[src/rtl/qspi_resp_pkg.sv]
// Shared definitions for the QSPI memory responder: FSM states, default
// command codes and phase lengths in nibbles.
package qspi_resp_pkg;

  typedef enum logic [2:0] {
    ST_IDLE   = 3'd0,
    ST_CMD    = 3'd1,
    ST_ADDR   = 3'd2,
    ST_DUMMY  = 3'd3,
    ST_READ   = 3'd4,
    ST_WRITE  = 3'd5,
    ST_IGNORE = 3'd6
  } state_e;

  localparam logic [7:0] CMD_READ_DEFAULT  = 8'h0B;
  localparam logic [7:0] CMD_WRITE_DEFAULT = 8'h02;

  localparam logic [3:0] CMD_NIBBLES  = 4'd2;
  localparam logic [3:0] ADDR_NIBBLES = 4'd6;

endpackage

[src/rtl/qspi_edge_sync.sv]
// Brings the asynchronous SPI clock, chip select and data into the clk domain
// and turns SPI clock transitions into single-cycle rise/fall events.
module qspi_edge_sync (
  input  logic       clk,
  input  logic       rst,
  input  logic       spi_clk_in,
  input  logic       spi_cs_n,
  input  logic [3:0] spi_data_in,
  output logic       sclk_rise,
  output logic       sclk_fall,
  output logic       cs_n_sync,
  output logic [3:0] data_sync
);

  logic [1:0] sclk_sync_r;
  logic       sclk_prev_r;
  logic [1:0] cs_sync_r;
  logic [3:0] data_meta_r;
  logic [3:0] data_sync_r;

  // Two-flop synchronisers; data gets the same two-stage delay so it lines up with the clock event
  always_ff @(posedge clk or posedge rst) begin
    if (rst) begin
      sclk_sync_r <= 2'b00;
      sclk_prev_r <= 1'b0;
      cs_sync_r   <= 2'b11;
      data_meta_r <= 4'h0;
      data_sync_r <= 4'h0;
    end else begin
      sclk_sync_r <= {sclk_sync_r[0], spi_clk_in};
      sclk_prev_r <= sclk_sync_r[1];
      cs_sync_r   <= {cs_sync_r[0], spi_cs_n};
      data_meta_r <= spi_data_in;
      data_sync_r <= data_meta_r;
    end
  end

  assign sclk_rise = sclk_sync_r[1] & ~sclk_prev_r;
  assign sclk_fall = ~sclk_sync_r[1] & sclk_prev_r;
  assign cs_n_sync = cs_sync_r[1];
  assign data_sync = data_sync_r;

endmodule

[src/rtl/qspi_mem_responder.sv]
// Quad-SPI target that serves controller read/write commands from a simple
// byte-wide synchronous memory port, oversampling the SPI clock with clk.
module qspi_mem_responder
  import qspi_resp_pkg::*;
#(
  parameter int         ADDR_W       = 24,
  parameter int         DUMMY_CYCLES = 4,
  parameter logic [7:0] CMD_READ     = CMD_READ_DEFAULT,
  parameter logic [7:0] CMD_WRITE    = CMD_WRITE_DEFAULT
) (
  input  logic              clk,
  input  logic              rst,
  input  logic              spi_clk_in,
  input  logic              spi_cs_n,
  input  logic [3:0]        spi_data_in,
  output logic [3:0]        spi_data_out,
  output logic [3:0]        spi_data_oe,
  output logic [ADDR_W-1:0] mem_addr,
  output logic              mem_rd_req,
  input  logic [7:0]        mem_rd_data,
  input  logic              mem_rd_valid,
  output logic              mem_wr_en,
  output logic [7:0]        mem_wr_data,
  output logic              err_underrun
);

  localparam logic [ADDR_W-1:0] ADDR_ONE   = {{(ADDR_W-1){1'b0}}, 1'b1};
  localparam logic [3:0]        DUMMY_LAST = 4'(DUMMY_CYCLES - 1);

  logic        sclk_rise_s;
  logic        sclk_fall_s;
  logic        cs_n_sync_s;
  logic [3:0]  data_sync_s;

  state_e            state_r, state_s;
  logic [3:0]        cnt_r, cnt_s;
  logic [19:0]       shift_r, shift_s;
  logic              is_wr_r, is_wr_s;
  logic [ADDR_W-1:0] addr_r, addr_s;
  logic              rd_req_r, rd_req_s;
  logic              wr_en_r, wr_en_s;
  logic [7:0]        wr_data_r, wr_data_s;
  logic [7:0]        buf_r, buf_s;
  logic              buf_valid_r, buf_valid_s;
  logic [3:0]        lo_r, lo_s;
  logic              lo_valid_r, lo_valid_s;
  logic              pend_r, pend_s;
  logic              hi_phase_r, hi_phase_s;
  logic [3:0]        dout_r, dout_s;
  logic              oe_r, oe_s;
  logic              err_r, err_s;
  logic [7:0]        code_s;
  logic [23:0]       addr_full_s;

  qspi_edge_sync u_edge_sync (
    .clk         (clk),
    .rst         (rst),
    .spi_clk_in  (spi_clk_in),
    .spi_cs_n    (spi_cs_n),
    .spi_data_in (spi_data_in),
    .sclk_rise   (sclk_rise_s),
    .sclk_fall   (sclk_fall_s),
    .cs_n_sync   (cs_n_sync_s),
    .data_sync   (data_sync_s)
  );

  assign code_s      = {shift_r[3:0], data_sync_s};
  assign addr_full_s = {shift_r, data_sync_s};

  // Next-state and next-output logic for the whole transaction sequencer
  always_comb begin
    state_s     = state_r;
    cnt_s       = cnt_r;
    shift_s     = shift_r;
    is_wr_s     = is_wr_r;
    addr_s      = addr_r;
    rd_req_s    = 1'b0;
    wr_en_s     = 1'b0;
    wr_data_s   = wr_data_r;
    buf_s       = buf_r;
    buf_valid_s = buf_valid_r;
    lo_s        = lo_r;
    lo_valid_s  = lo_valid_r;
    pend_s      = pend_r;
    hi_phase_s  = hi_phase_r;
    dout_s      = dout_r;
    oe_s        = oe_r;
    err_s       = err_r;

    // The address advances in the cycle after a write strobe is presented
    if (wr_en_r) begin
      addr_s = addr_r + ADDR_ONE;
    end else begin
      addr_s = addr_r;
    end

    if (mem_rd_valid && pend_r) begin
      buf_s       = mem_rd_data;
      buf_valid_s = 1'b1;
      pend_s      = 1'b0;
    end else begin
      buf_s = buf_r;
    end

    if (cs_n_sync_s) begin
      state_s     = ST_IDLE;
      cnt_s       = 4'd0;
      oe_s        = 1'b0;
      dout_s      = 4'h0;
      pend_s      = 1'b0;
      buf_valid_s = 1'b0;
      lo_valid_s  = 1'b0;
      hi_phase_s  = 1'b1;
    end else begin
      case (state_r)
        ST_IDLE: begin
          state_s = ST_CMD;
          cnt_s   = 4'd0;
        end
        ST_CMD: begin
          if (sclk_rise_s) begin
            shift_s = {shift_r[15:0], data_sync_s};
            if (cnt_r == CMD_NIBBLES - 4'd1) begin
              cnt_s = 4'd0;
              if (code_s == CMD_READ) begin
                state_s = ST_ADDR;
                is_wr_s = 1'b0;
              end else if (code_s == CMD_WRITE) begin
                state_s = ST_ADDR;
                is_wr_s = 1'b1;
              end else begin
                state_s = ST_IGNORE;
              end
            end else begin
              cnt_s = cnt_r + 4'd1;
            end
          end else begin
            cnt_s = cnt_r;
          end
        end
        ST_ADDR: begin
          if (sclk_rise_s) begin
            shift_s = {shift_r[15:0], data_sync_s};
            if (cnt_r == ADDR_NIBBLES - 4'd1) begin
              cnt_s  = 4'd0;
              addr_s = addr_full_s[ADDR_W-1:0];
              if (is_wr_r) begin
                state_s    = ST_WRITE;
                hi_phase_s = 1'b1;
              end else begin
                state_s     = ST_DUMMY;
                rd_req_s    = 1'b1;
                pend_s      = 1'b1;
                buf_valid_s = 1'b0;
              end
            end else begin
              cnt_s = cnt_r + 4'd1;
            end
          end else begin
            cnt_s = cnt_r;
          end
        end
        ST_DUMMY: begin
          if (sclk_rise_s) begin
            if (cnt_r == DUMMY_LAST) begin
              cnt_s      = 4'd0;
              state_s    = ST_READ;
              hi_phase_s = 1'b1;
            end else begin
              cnt_s = cnt_r + 4'd1;
            end
          end else begin
            cnt_s = cnt_r;
          end
        end
        ST_READ: begin
          // The low nibble is parked in lo_r so the prefetch may refill buf_r early
          if (sclk_fall_s) begin
            oe_s = 1'b1;
            if (hi_phase_r) begin
              if (buf_valid_r) begin
                dout_s     = buf_r[7:4];
                lo_s       = buf_r[3:0];
                lo_valid_s = 1'b1;
              end else begin
                dout_s     = 4'h0;
                err_s      = 1'b1;
                lo_valid_s = 1'b0;
              end
              addr_s      = addr_r + ADDR_ONE;
              rd_req_s    = 1'b1;
              pend_s      = 1'b1;
              buf_valid_s = 1'b0;
              hi_phase_s  = 1'b0;
            end else begin
              if (lo_valid_r) begin
                dout_s = lo_r;
              end else begin
                dout_s = 4'h0;
                err_s  = 1'b1;
              end
              lo_valid_s = 1'b0;
              hi_phase_s = 1'b1;
            end
          end else begin
            oe_s = oe_r;
          end
        end
        ST_WRITE: begin
          if (sclk_rise_s) begin
            if (hi_phase_r) begin
              shift_s    = {shift_r[15:0], data_sync_s};
              hi_phase_s = 1'b0;
            end else begin
              wr_data_s  = {shift_r[3:0], data_sync_s};
              wr_en_s    = 1'b1;
              hi_phase_s = 1'b1;
            end
          end else begin
            wr_en_s = 1'b0;
          end
        end
        ST_IGNORE: begin
          state_s = ST_IGNORE;
        end
        default: begin
          state_s = ST_IDLE;
        end
      endcase
    end
  end

  // State and output registers
  always_ff @(posedge clk or posedge rst) begin
    if (rst) begin
      state_r     <= ST_IDLE;
      cnt_r       <= 4'd0;
      shift_r     <= 20'h0;
      is_wr_r     <= 1'b0;
      addr_r      <= {ADDR_W{1'b0}};
      rd_req_r    <= 1'b0;
      wr_en_r     <= 1'b0;
      wr_data_r   <= 8'h00;
      buf_r       <= 8'h00;
      buf_valid_r <= 1'b0;
      lo_r        <= 4'h0;
      lo_valid_r  <= 1'b0;
      pend_r      <= 1'b0;
      hi_phase_r  <= 1'b1;
      dout_r      <= 4'h0;
      oe_r        <= 1'b0;
      err_r       <= 1'b0;
    end else begin
      state_r     <= state_s;
      cnt_r       <= cnt_s;
      shift_r     <= shift_s;
      is_wr_r     <= is_wr_s;
      addr_r      <= addr_s;
      rd_req_r    <= rd_req_s;
      wr_en_r     <= wr_en_s;
      wr_data_r   <= wr_data_s;
      buf_r       <= buf_s;
      buf_valid_r <= buf_valid_s;
      lo_r        <= lo_s;
      lo_valid_r  <= lo_valid_s;
      pend_r      <= pend_s;
      hi_phase_r  <= hi_phase_s;
      dout_r      <= dout_s;
      oe_r        <= oe_s;
      err_r       <= err_s;
    end
  end

  assign spi_data_out = dout_r;
  assign spi_data_oe  = {4{oe_r}};
  assign mem_addr     = addr_r;
  assign mem_rd_req   = rd_req_r;
  assign mem_wr_en    = wr_en_r;
  assign mem_wr_data  = wr_data_r;
  assign err_underrun = err_r;

endmodule
[config.mk]
export PLATFORM = sky130hd
export DESIGN_NAME = qspi_mem_responder
export DESIGN_NICKNAME = d
export VERILOG_FILES = /design/src/rtl/qspi_resp_pkg.sv /design/src/rtl/qspi_edge_sync.sv /design/src/rtl/qspi_mem_responder.sv
export SDC_FILE = /design/constraint.sdc
export NUM_CORES = 1
export LEC_CHECK = 0
export BUFFER_PORTS_ARGS = -buffer_cell sky130_fd_sc_hd__buf_2
export CAP_MARGIN = 25
export CORE_MARGIN = 8
export CORE_UTILIZATION = 59
export DETAILED_ROUTE_END_ITERATION = 7
export PLACE_DENSITY = 0.81
export SLEW_MARGIN = 15
export SYNTH_ARGS = -nofsm -noshare
export SYNTH_HDL_FRONTEND = slang
export SYNTH_HIERARCHICAL = 1
export SYNTH_SLANG_ARGS = --single-unit
[constraint.sdc]
create_clock -name clk -period 3.2 [get_ports clk]
set_input_delay 0.16 -clock clk [delete_from_list [all_inputs] [get_ports clk]]
set_output_delay 0.16 -clock clk [all_outputs]
set_load 0.01 [all_outputs]
After elaboration in Yosys (flattened, before gate mapping) --
Cells that the tools add are included.
Operators by class: multiplexer cells 85, reduce and logical (&&, ||, !) cells 19, bitwise gates (word level) 6, add/subtract/negate cells 2, equality and inequality tests 26
Operators with widths (number):
- 24-bit 2-to-1 mux | 6
- 20-bit 2-to-1 mux | 3
- 4-bit 2-to-1 mux | 13
- 24-bit one-hot mux with 2 select lines | 1
- 1-bit 2-to-1 mux | 45
- 20-bit one-hot mux with 2 select lines | 1
- 3-bit 2-to-1 mux | 10
- 3-bit by 2-bit != test with 1-bit output, second input constant | 9
- 24-bit by 1-bit adder with 24-bit output, second input constant | 1
- 5-bit AND reduction | 4
- 3-bit one-hot mux with 6 select lines | 1
- 4-bit one-hot mux with 4 select lines | 1
- 5-bit nonzero test | 2
- 3-bit == test, second input constant | 3
- 8-bit by 2-bit == test with 1-bit output, second input constant | 1
- 8-bit by 4-bit == test with 1-bit output, second input constant | 1
- 4-bit AND reduction | 2
- 8-bit AND reduction | 1
- 2-bit nonzero test | 4
- 7-bit AND reduction | 1
- 3-bit by 2-bit == test with 1-bit output, second input constant | 2
- 2-bit by 1-bit != test with 1-bit output, second input constant | 3
- 2-bit != test, second input constant | 3
- 1-bit one-hot mux with 2 select lines | 3
- 12 further kinds | 17
Storage, ports and cells: register bits 97, output and inout port bits 43, bits of input ports 17

Longest topological paths before layout --
Gate-level depths: netlist of run 1.
depth in word-level cells 7, gate-level depth with buffers 8

Cells and area by module --
The synthesis of run 1 kept the hierarchy.
Modules (own cells, without submodules):
- qspi_mem_responder | instances 1, area each 4810.9 um^2, cells an instance 483
- qspi_edge_sync | instances 1, area each 346.6 um^2, cells an instance 16

Worst setup path after synthesis of run 1 --
OpenSTA, ideal clock, no wires.
path type register to register, start register addr_r[0] (netlist: mem_addr[0]), end register addr_r[16] (netlist: mem_addr[16]), clock period less this slack 2.196 ns, buffers on the path 1, cell stages (with the launch flop) 8, path slack 1.004 ns, arrival time 2.115 ns, cell sequence dfrtp_1 -> ha_1 -> nand4_4 -> or4_4 -> buf_6 -> or4_1 -> and3_1 -> o22ai_2
Between the ends: longest elaborated chain between the ends 6
Ends and longest elaborated chain:
- start, declared | RTL line qspi_mem_responder.sv:39 | logic [ADDR_W-1:0] addr_r, addr_s;
- start signal, assigned | RTL line qspi_mem_responder.sv:240 | addr_r <= {ADDR_W{1'b0}};
- start signal, assigned | RTL line qspi_mem_responder.sv:258 | addr_r <= addr_s;
- 24-bit by 1-bit adder with 24-bit output * | RTL line qspi_mem_responder.sv:92, qspi_mem_responder.sv:190
- 24-bit 2-to-1 mux | RTL line qspi_mem_responder.sv:91 | if (wr_en_r) begin
- 24-bit 2-to-1 mux (on tied branches) | RTL line qspi_mem_responder.sv:180, qspi_mem_responder.sv:144
- 24-bit 2-to-1 mux (on tied branches) | RTL line qspi_mem_responder.sv:178, qspi_mem_responder.sv:142
- 24-bit one-hot mux with 2 select lines | RTL line qspi_mem_responder.sv:115 | case (state_r)
- 24-bit 2-to-1 mux * | RTL line qspi_mem_responder.sv:105 | if (cs_n_sync_s) begin
- named net addr_s[16] | RTL line qspi_mem_responder.sv:39
The timed path passes the listed nets; every way through them passes the cells marked *. A chain may end at the register's enable or synchronous reset.

Worst setup path in the final report of run 1 --
start register state_r[1], end register shift_r[17]
Between the ends: longest elaborated chain between the ends 4
Ends and longest elaborated chain:
- start, declared | RTL line qspi_mem_responder.sv:35 | state_e state_r, state_s;
- start signal, assigned | RTL line qspi_mem_responder.sv:254 | state_r <= state_s;
- 3-bit by 2-bit == test with 1-bit output or 3-bit by 1-bit == test with 1-bit output (tied branches) | RTL line qspi_mem_responder.sv:115
- 2-bit OR reduction (no source line)
- 2-bit by 1-bit != test with 1-bit output (no source line) or 2-bit nonzero test (tied branches)
- 5-bit AND reduction (no source line)
- end signal, assigned | RTL line qspi_mem_responder.sv:256 | shift_r <= shift_s;
- end, declared | RTL line qspi_mem_responder.sv:37 | logic [19:0] shift_r, shift_s;
Several ways; a longest one is shown, not always the timed one.

==> impl_metrics.json, run 1 <==
{
  "status": "finished, final reports clean",
  "yosysSeqAreaShare": 0.471,
  "crit_path_max_fanout": 20,
  "layout_commonest_cell": "dfrtp_1",
  "crit_required_ps": 3460,
  "rows": 34,
  "syn_avg_cell_area_um2": 10.3,
  "dp_hpwl_um": 9360,
  "antenna_cells": 0,
  "synth_top_area_share": 0.456,
  "path_clk_slew_ps": 100,
  "hold_class": "in -> reg",
  "synth.ff_latch_count": 97,
  "synth_mux_area_frac": 0.0910,
  "power_density_nw_per_um2": 570,
  "p_leak_nw": 2.53,
  "max_clock_freq_mhz": 426,
  "fillers": 674,
  "worst_pin_slew_ps": 839,
  "fin_setup_tns_ps": 0,
  "fin_skew_ps": 17.1,
  "critPathLaunchType": "flip-flop",
  "drive_gt1_frac": 0.264,
  "num_vias": 4214,
  "synth_nets": 519,
  "syn_inst": 499,
  "antenna_found_initial": 0,
  "synth_top_family_by_area": "simple AND/OR/NAND/NOR gates",
  "hold_start": "mem_rd_data[6]",
  "worstSetupStartpoint": "state_r[1]",
  "synth_ff_type": "dfrtp_1",
  "cp-end-kind": "flip-flop",
  "clkLatencyLatePin_ps": 370,
  "regToRegStartpoint": "state_r[1]",
  "initial_core_util": 0.600,
  "grt_setup_unrepaired": "false",
  "viasPerCell": 6.38,
  "synthAdderAreaFrac": 0.00728,
  "dp_slack_ps": 890,
  "dieHeight_um": 109,
  "yosys_warnings": 6,
  "synthArstFlopShare": 1.00,
  "rr_worst_depth": 5,
  "criticalPathCategory": "reg -> reg",
  "maxCapViolCount": 0,
  "grt_usage": 0.226,
  "cts_buffers": 9,
  "setup_ws_ps": 853,
  "synth_area_um2": 5160,
  "synth-simple-area-share": 0.191,
  "cts_root_buffer": "clkbuf_8",
  "mostFrequentLayoutCells": "94 x dfrtp_1, 59 x buf_2, 40 x nand2_1, 38 x mux2_2",
  "die_area_um2": 12000,
  "cts_sinks": 97,
  "finalCritPeriodShare": 0.733,
  "grt_first_pass_wirelength_um": 21300,
  "die_w_um": 109,
  "slew_headroom": 0.441,
  "wl_per_cell_um": 19.6,
  "core_um2": 8590,
  "r2r_slack_ps": 850,
  "first_global_vias": 4208,
  "synth_compound_area_frac": 0.154,
  "yosysTopAreaCell": "dfrtp_1",
  "cts_tree": "built",
  "gp_congestion": 0.919,
  "dr.pass1.iters": 5,
  "min_period_ps": 2350,
  "synth.distinct_cells": 77,
  "drtAntennaViolNets": 0,
  "grt_max_degree": 51,
  "setup_viol": 0,
  "final_cells": 661,
  "io_pins": 60,
  "cts.path.max_buffers": 2,
  "drv_slew": 0,
  "dp_cells": 638,
  "io_buffers": 59,
  "crit_end": "shift_r[17]",
  "synth_edf_count": 0,
  "arrival_ps": 2600,
  "routed_wl_um": 13000,
  "htreeDepth": 3,
  "drtIter0Drc": 450,
  "area_delta_synth_final_pct": 11.3,
  "cts_resized": 0,
  "r2r_end": "shift_r[17]",
  "synth_area_leaders": "dfrtp_1 46%, mux2_2 8.3%, xnor2_1 3.7%",
  "peakVddDrop_v": 0.000393,
  "grt_overflow": 0,
  "post-route-drc-count": 0,
  "hold_viol": 0,
  "nets": 568,
  "synth-xor-area-share": 0.0475
}
power by group:
| group | switching, mW | total [mW] | internal, mW | leakage (nW) |
|---|---|---|---|---|
| clock | 0.459 | 0.833 | 0.374 | 0.101 |
| sequential | 0.283 | 1.70 | 1.42 | 1.28 |
| combinational | 0.399 | 0.738 | 0.339 | 1.16 |
timing repair:
item | CTS | global route
hold buffers | 7 | 0
buffers inserted | 0 | 0
hold endpoints to repair | 50 | 0
Yosys cell counts (4+ instances only):
master	n
xnor2_1	22
nand3b_1	4
nand2b_1	11
and3_1	4
buf_2	6
o22ai_1	6
o31ai_1	4
o221ai_1	4
or3_1	5
a31oi_1	4
xor2_1	6
nor3_1	12
o21ai_0	24
a22oi_1	10
nand4_1	11
mux2_2	38
nand3_1	12
nand2_1	40
clkbuf_1	21
nor2_1	23
o21ai_1	4
inv_1	9
nor2b_1	5
buf_4	6
dfrtp_1	94
nor4_1	7
a21oi_1	24
flip-flops by register name, summed over array words and instances (netlist names), 2 cells and up:
register,count
cnt_r,4
u_edge_sync/sclk_sync_r,2
mem_wr_data,8
shift_r,20
buf_r,8
mem_addr,24
u_edge_sync/data_sync,4
u_edge_sync/cs_sync_r,2
spi_data_out,4
state_r,3
u_edge_sync/data_meta_r,4
lo_r,4
critical path, stage by stage (launching register included):
cell      delay (ps)
dfrtp_1          550
nand2b_1         300
a21oi_1          160
a21oi_1           50
or3b_1           710
mux2_1           450
stage by stage:
stage	power (mW)	cell area (um2)	util	hold slack [ps]
after global routing	3.42	5740	0.668	3.44
after floorplan	2.18	5160	-	35.5
after detailed placement	2.43	5470	0.636	52.2
final	3.27	5740	0.668	15.0
after CTS	3.27	5740	0.668	4.91
after global placement	2.39	5470	0.636	47.2
layer usage:
layer,GRT usage,routed length [um],up-vias,part of all wire
met4,0.0849,248,0,0.019
met3,0.0633,1270,27,0.098
li1,-,-,1936,-
met1,0.311,5680,2063,0.44
met5,0,0,-,0
met2,0.332,5770,188,0.44
cell families after synthesis:
family / count (synthesis)
multiplexers: 42
adder cells (fa/ha/maj): 3
AND/OR/NAND/NOR: 169
XOR/XNOR: 28
AO/OA/AOI/OAI: 117
flip-flops: 97
buffers and inverters: 43
how the worst min path moves through the flow:
| stage | slack [ps] | cells after the start | endpoint |
|---|---|---|---|
| after floorplan | 40 | 1 | u_edge_sync/data_meta_r[0] |
| after global placement | 50 | 2 | mem_wr_data[4] |
| after detailed placement | 50 | 2 | mem_wr_data[4] |
| after CTS | 5 | 2 | buf_r[3] |
| after global routing | 3 | 2 | buf_r[0] |
| final | 20 | 2 | buf_r[6] |
layout make-up:
cell class	count	area, um2	area share
Clock buffer	10	128	0.0222
Clock inverter	6	73.8	0.0129
Inverter	9	35.0	0.00610
Multi-Input combinational cell	359	2530	0.440
Sequential cell	97	2430	0.423
Tap cell	108	135	0.0235
Timing Repair Buffer	72	410	0.0715
No activity file was read; power rests on OpenSTA's default activity.
==> run 2, diff against run 1 <==
--- a/config.mk
+++ b/config.mk
@@ -5,12 +5,13 @@
 export SDC_FILE = /design/constraint.sdc
 export NUM_CORES = 1
 export LEC_CHECK = 0
+export ABC_AREA = 1
 export BUFFER_PORTS_ARGS = -buffer_cell sky130_fd_sc_hd__buf_2
 export CAP_MARGIN = 25
 export CORE_MARGIN = 8
 export CORE_UTILIZATION = 59
 export DETAILED_ROUTE_END_ITERATION = 7
-export PLACE_DENSITY = 0.81
+export PLACE_DENSITY = 0.8
 export SLEW_MARGIN = 15
 export SYNTH_ARGS = -nofsm -noshare
 export SYNTH_HDL_FRONTEND = slang
==> constraint.sdc (replaced) <==
create_clock -name clk -period 2.3 [get_ports clk]
set_input_delay 0.115 -clock clk [delete_from_list [all_inputs] [get_ports clk]]
set_output_delay 0.115 -clock clk [all_outputs]
set_load 0.01 [all_outputs]
==> run 2 against run 1 <==
First-iteration DRC count grew 16%. Clock power is 33% higher. Worst hold slack better by 280 ps. Sequential share of layout area fell by 4.9 points. Synthesized cell count rose by 57%. Sequential power up 52%. Critical endpoint is now mem_addr[12]. Fmax up 12%. Synthesized area grew 11%. Global-route usage rose by 3.1 points. Flip-flop and latch count unchanged.
==> impl_metrics.json, run 2 <==
{
  "first_global_vias": 5549,
  "multi_input_area_um2": 2800,
  "criticalPathCategory": "reg -> reg",
  "synth_ff_type": "dfrtp_1",
  "crit_path_max_fanout": 6,
  "num_vias": 5504,
  "power_density_nw_per_um2": 895,
  "crit_required_ps": 2570,
  "finalCritPeriodShare": 0.914,
  "synth.distinct_cells": 50,
  "htreeDepth": 3,
  "cts_buffers": 9,
  "yosysSeqAreaShare": 0.425,
  "dieHeight_um": 114,
  "synth_most_common_cell": "nand2_1",
  "post-route-drc-count": 0,
  "critPathLaunchType": "flip-flop",
  "rr_worst_depth": 12,
  "viasPerCell": 5.55,
  "dp_slack_ps": 280,
  "routed_wl_um": 15900,
  "peakVddDrop_v": 0.000564,
  "io_buffers": 59,
  "total_power_mw": 5.81,
  "clkLatencyLatePin_ps": 370,
  "min_period_ps": 2100,
  "p_leak_nw": 3.33,
  "grt_setup_unrepaired": "false",
  "die_w_um": 114,
  "yosysTopAreaCell": "dfrtp_1",
  "synthTopCellsByCount": "261 x nand2_1, 94 x dfrtp_1, 84 x nand3_1, 79 x inv_1, 53 x nor2_1",
  "path_clk_slew_ps": 110,
  "largest_reg_flops": 24,
  "synth_edf_count": 0,
  "cp-end-kind": "flip-flop",
  "worst_pin_slew_ps": 701,
  "seq_area_um2": 2430,
  "p_seq_frac": 0.447,
  "hold_viol": 0,
  "synthArstFlopShare": 1.00,
  "layout_commonest_cell": "nand2_1",
  "io_pins": 60,
  "antenna_cells": 0,
  "grt_first_pass_wirelength_um": 26900,
  "drtAntennaViolNets": 0,
  "grt_usage": 0.257,
  "slew_headroom": 0.532,
  "setup_ws_ps": 198,
  "grt_max_degree": 52,
  "setup_viol": 0,
  "wl_per_cell_um": 16.1,
  "antenna_found_initial": 0,
  "p_int_mw": 3.33,
  "max_clock_freq_mhz": 476,
  "grt_overflow": 0,
  "gp_congestion": 0.879,
  "syn_avg_cell_area_um2": 7.30,
  "drive_gt1_frac": 0.152,
  "hold-worst-slack_ps": 291,
  "initial_core_util": 0.596,
  "r2r_end": "mem_addr[12]",
  "drv_slew": 0,
  "area_delta_synth_final_pct": 13.5,
  "final_cells": 991,
  "postCtsSetupBuffers": 0,
  "p_switching_mw": 2.48,
  "rows": 36,
  "maxCapViolCount": 0,
  "status": "finished, final reports clean",
  "synth_nets": 803,
  "cts_sinks": 97,
  "drtIter0Drc": 522,
  "fillers": 829,
  "fin_skew_ps": 15.0,
  "dp_cells": 959,
  "cts.path.max_buffers": 2,
  "pwr-share-clk": 0.192,
  "sw_frac_of_total": 0.427,
  "regToRegStartpoint": "mem_addr[0]",
  "cts_tree": "built",
  "core_um2": 9590,
  "mostFrequentLayoutCells": "261 x nand2_1, 94 x dfrtp_1, 84 x nand3_1, 78 x inv_1, 59 x buf_2",
  "synth_area_um2": 5720,
  "dr.pass1.iters": 5,
  "synth.ff_latch_count": 97,
  "r2r_slack_ps": 200,
  "die_area_um2": 13100,
  "synth_top_area_share": 0.411,
  "syn_inst": 783,
  "arrival_ps": 2370,
  "dp_hpwl_um": 11500,
  "power_frac_comb": 0.361,
  "cts_root_buffer": "clkbuf_8",
  "yosys_warnings": 6,
  "nets": 873,
  "fin_setup_tns_ps": 0,
  "synth_area_leaders": "dfrtp_1 41%, nand2_1 17%, nand3_1 7.4%",
  "hold_class": "in -> async"
}
[run 2: cell types whose count changed after synthesis, moves of 9 or more]
| cell | before | now |
|---|---|---|
| a22oi_1 | 10 | 1 |
| nand3_1 | 12 | 84 |
| xnor2_1 | 22 | 3 |
| inv_1 | 9 | 79 |
| clkbuf_1 | 21 | 8 |
| nor2_1 | 23 | 53 |
| nand2b_1 | 11 | 0 |
| mux2_2 | 38 | 0 |
| o21ai_0 | 24 | 44 |
| nand2_1 | 40 | 261 |
[run 2: how the worst max path moves through the flow]
stage,start,to,slack (ps),depth (start not counted)
after floorplan,rst,buf_r[0],20,1
after global placement,state_r[1],buf_valid_r,290,6
after detailed placement,mem_addr[0],mem_addr[12],280,12
after CTS,mem_addr[0],mem_addr[12],260,12
after global routing,mem_addr[0],mem_addr[8],20,12
final,mem_addr[0],mem_addr[12],200,12
[run 2: timing repair]
action | in CTS | in global routing
gates resized for setup | 0 | 1
hold buffers | 16 | 0
endpoints found under the hold margin | 58 | 0
setup endpoints to repair | 0 | 1
[run 2: kinds of logic (layout without fill, tap and decap cells)]
family	count (synthesis)	after routing	share of synthesized area
xor+xnor	8	8	0.0123
simple gates	444	444	0.346
fa+ha+maj	3	3	0.00657
mux	4	4	0.0105
flops	97	97	0.425
buf+inv	117	192	0.0873
compound gates	110	110	0.112
[run 2: final cells by class]
| cell class | instances | share of cell area |
|---|---|---|
| tap | 133 | 0.0257 |
| inverter | 89 | 0.0519 |
| multi-input combinational | 569 | 0.431 |
| clock buffer | 9 | 0.0191 |
| clock inverter | 7 | 0.0116 |
| sequential | 97 | 0.375 |
| timing repair buffer | 87 | 0.0860 |
[run 2: power by group through the flow]
stage               Sequential (mW)  Combinational (mW)  Clock (mW)
CTS                            2.58                2.09        1.13
global placement               2.60                1.99           0
global route                   2.65                2.36        1.21
floorplan                      2.59                1.39           0
detailed placement             2.62                2.05           0
finish                         2.59                2.10        1.11
[run 2: worst max-delay path, stage by stage (launching register included)]
cell     delay, ps
dfrtp_1        490
ha_1           210
nand2_1         80
inv_1          100
nand3_1        210
nor2_1         290
nand3_1        140
nand3_1        160
nand3_1         90
nand2_1         80
nand2_1         50
nand2_1         50
nand2_1         50
[run 2: stage by stage]
step	area, um2	utilization
floorplan	5720	-
global placement	6120	0.638
detailed placement	6120	0.638
CTS	6480	0.676
global route	6490	0.676
finish	6490	0.676
[run 2: metal layers]
metal / share of wire / global-route usage / up-vias
met4: 0.026 / 0.104 / 0
met5: 0 / 0 / -
met3: 0.068 / 0.0475 / 31
met1: 0.42 / 0.317 / 2574
met2: 0.49 / 0.432 / 222
li1: - / - / 2677
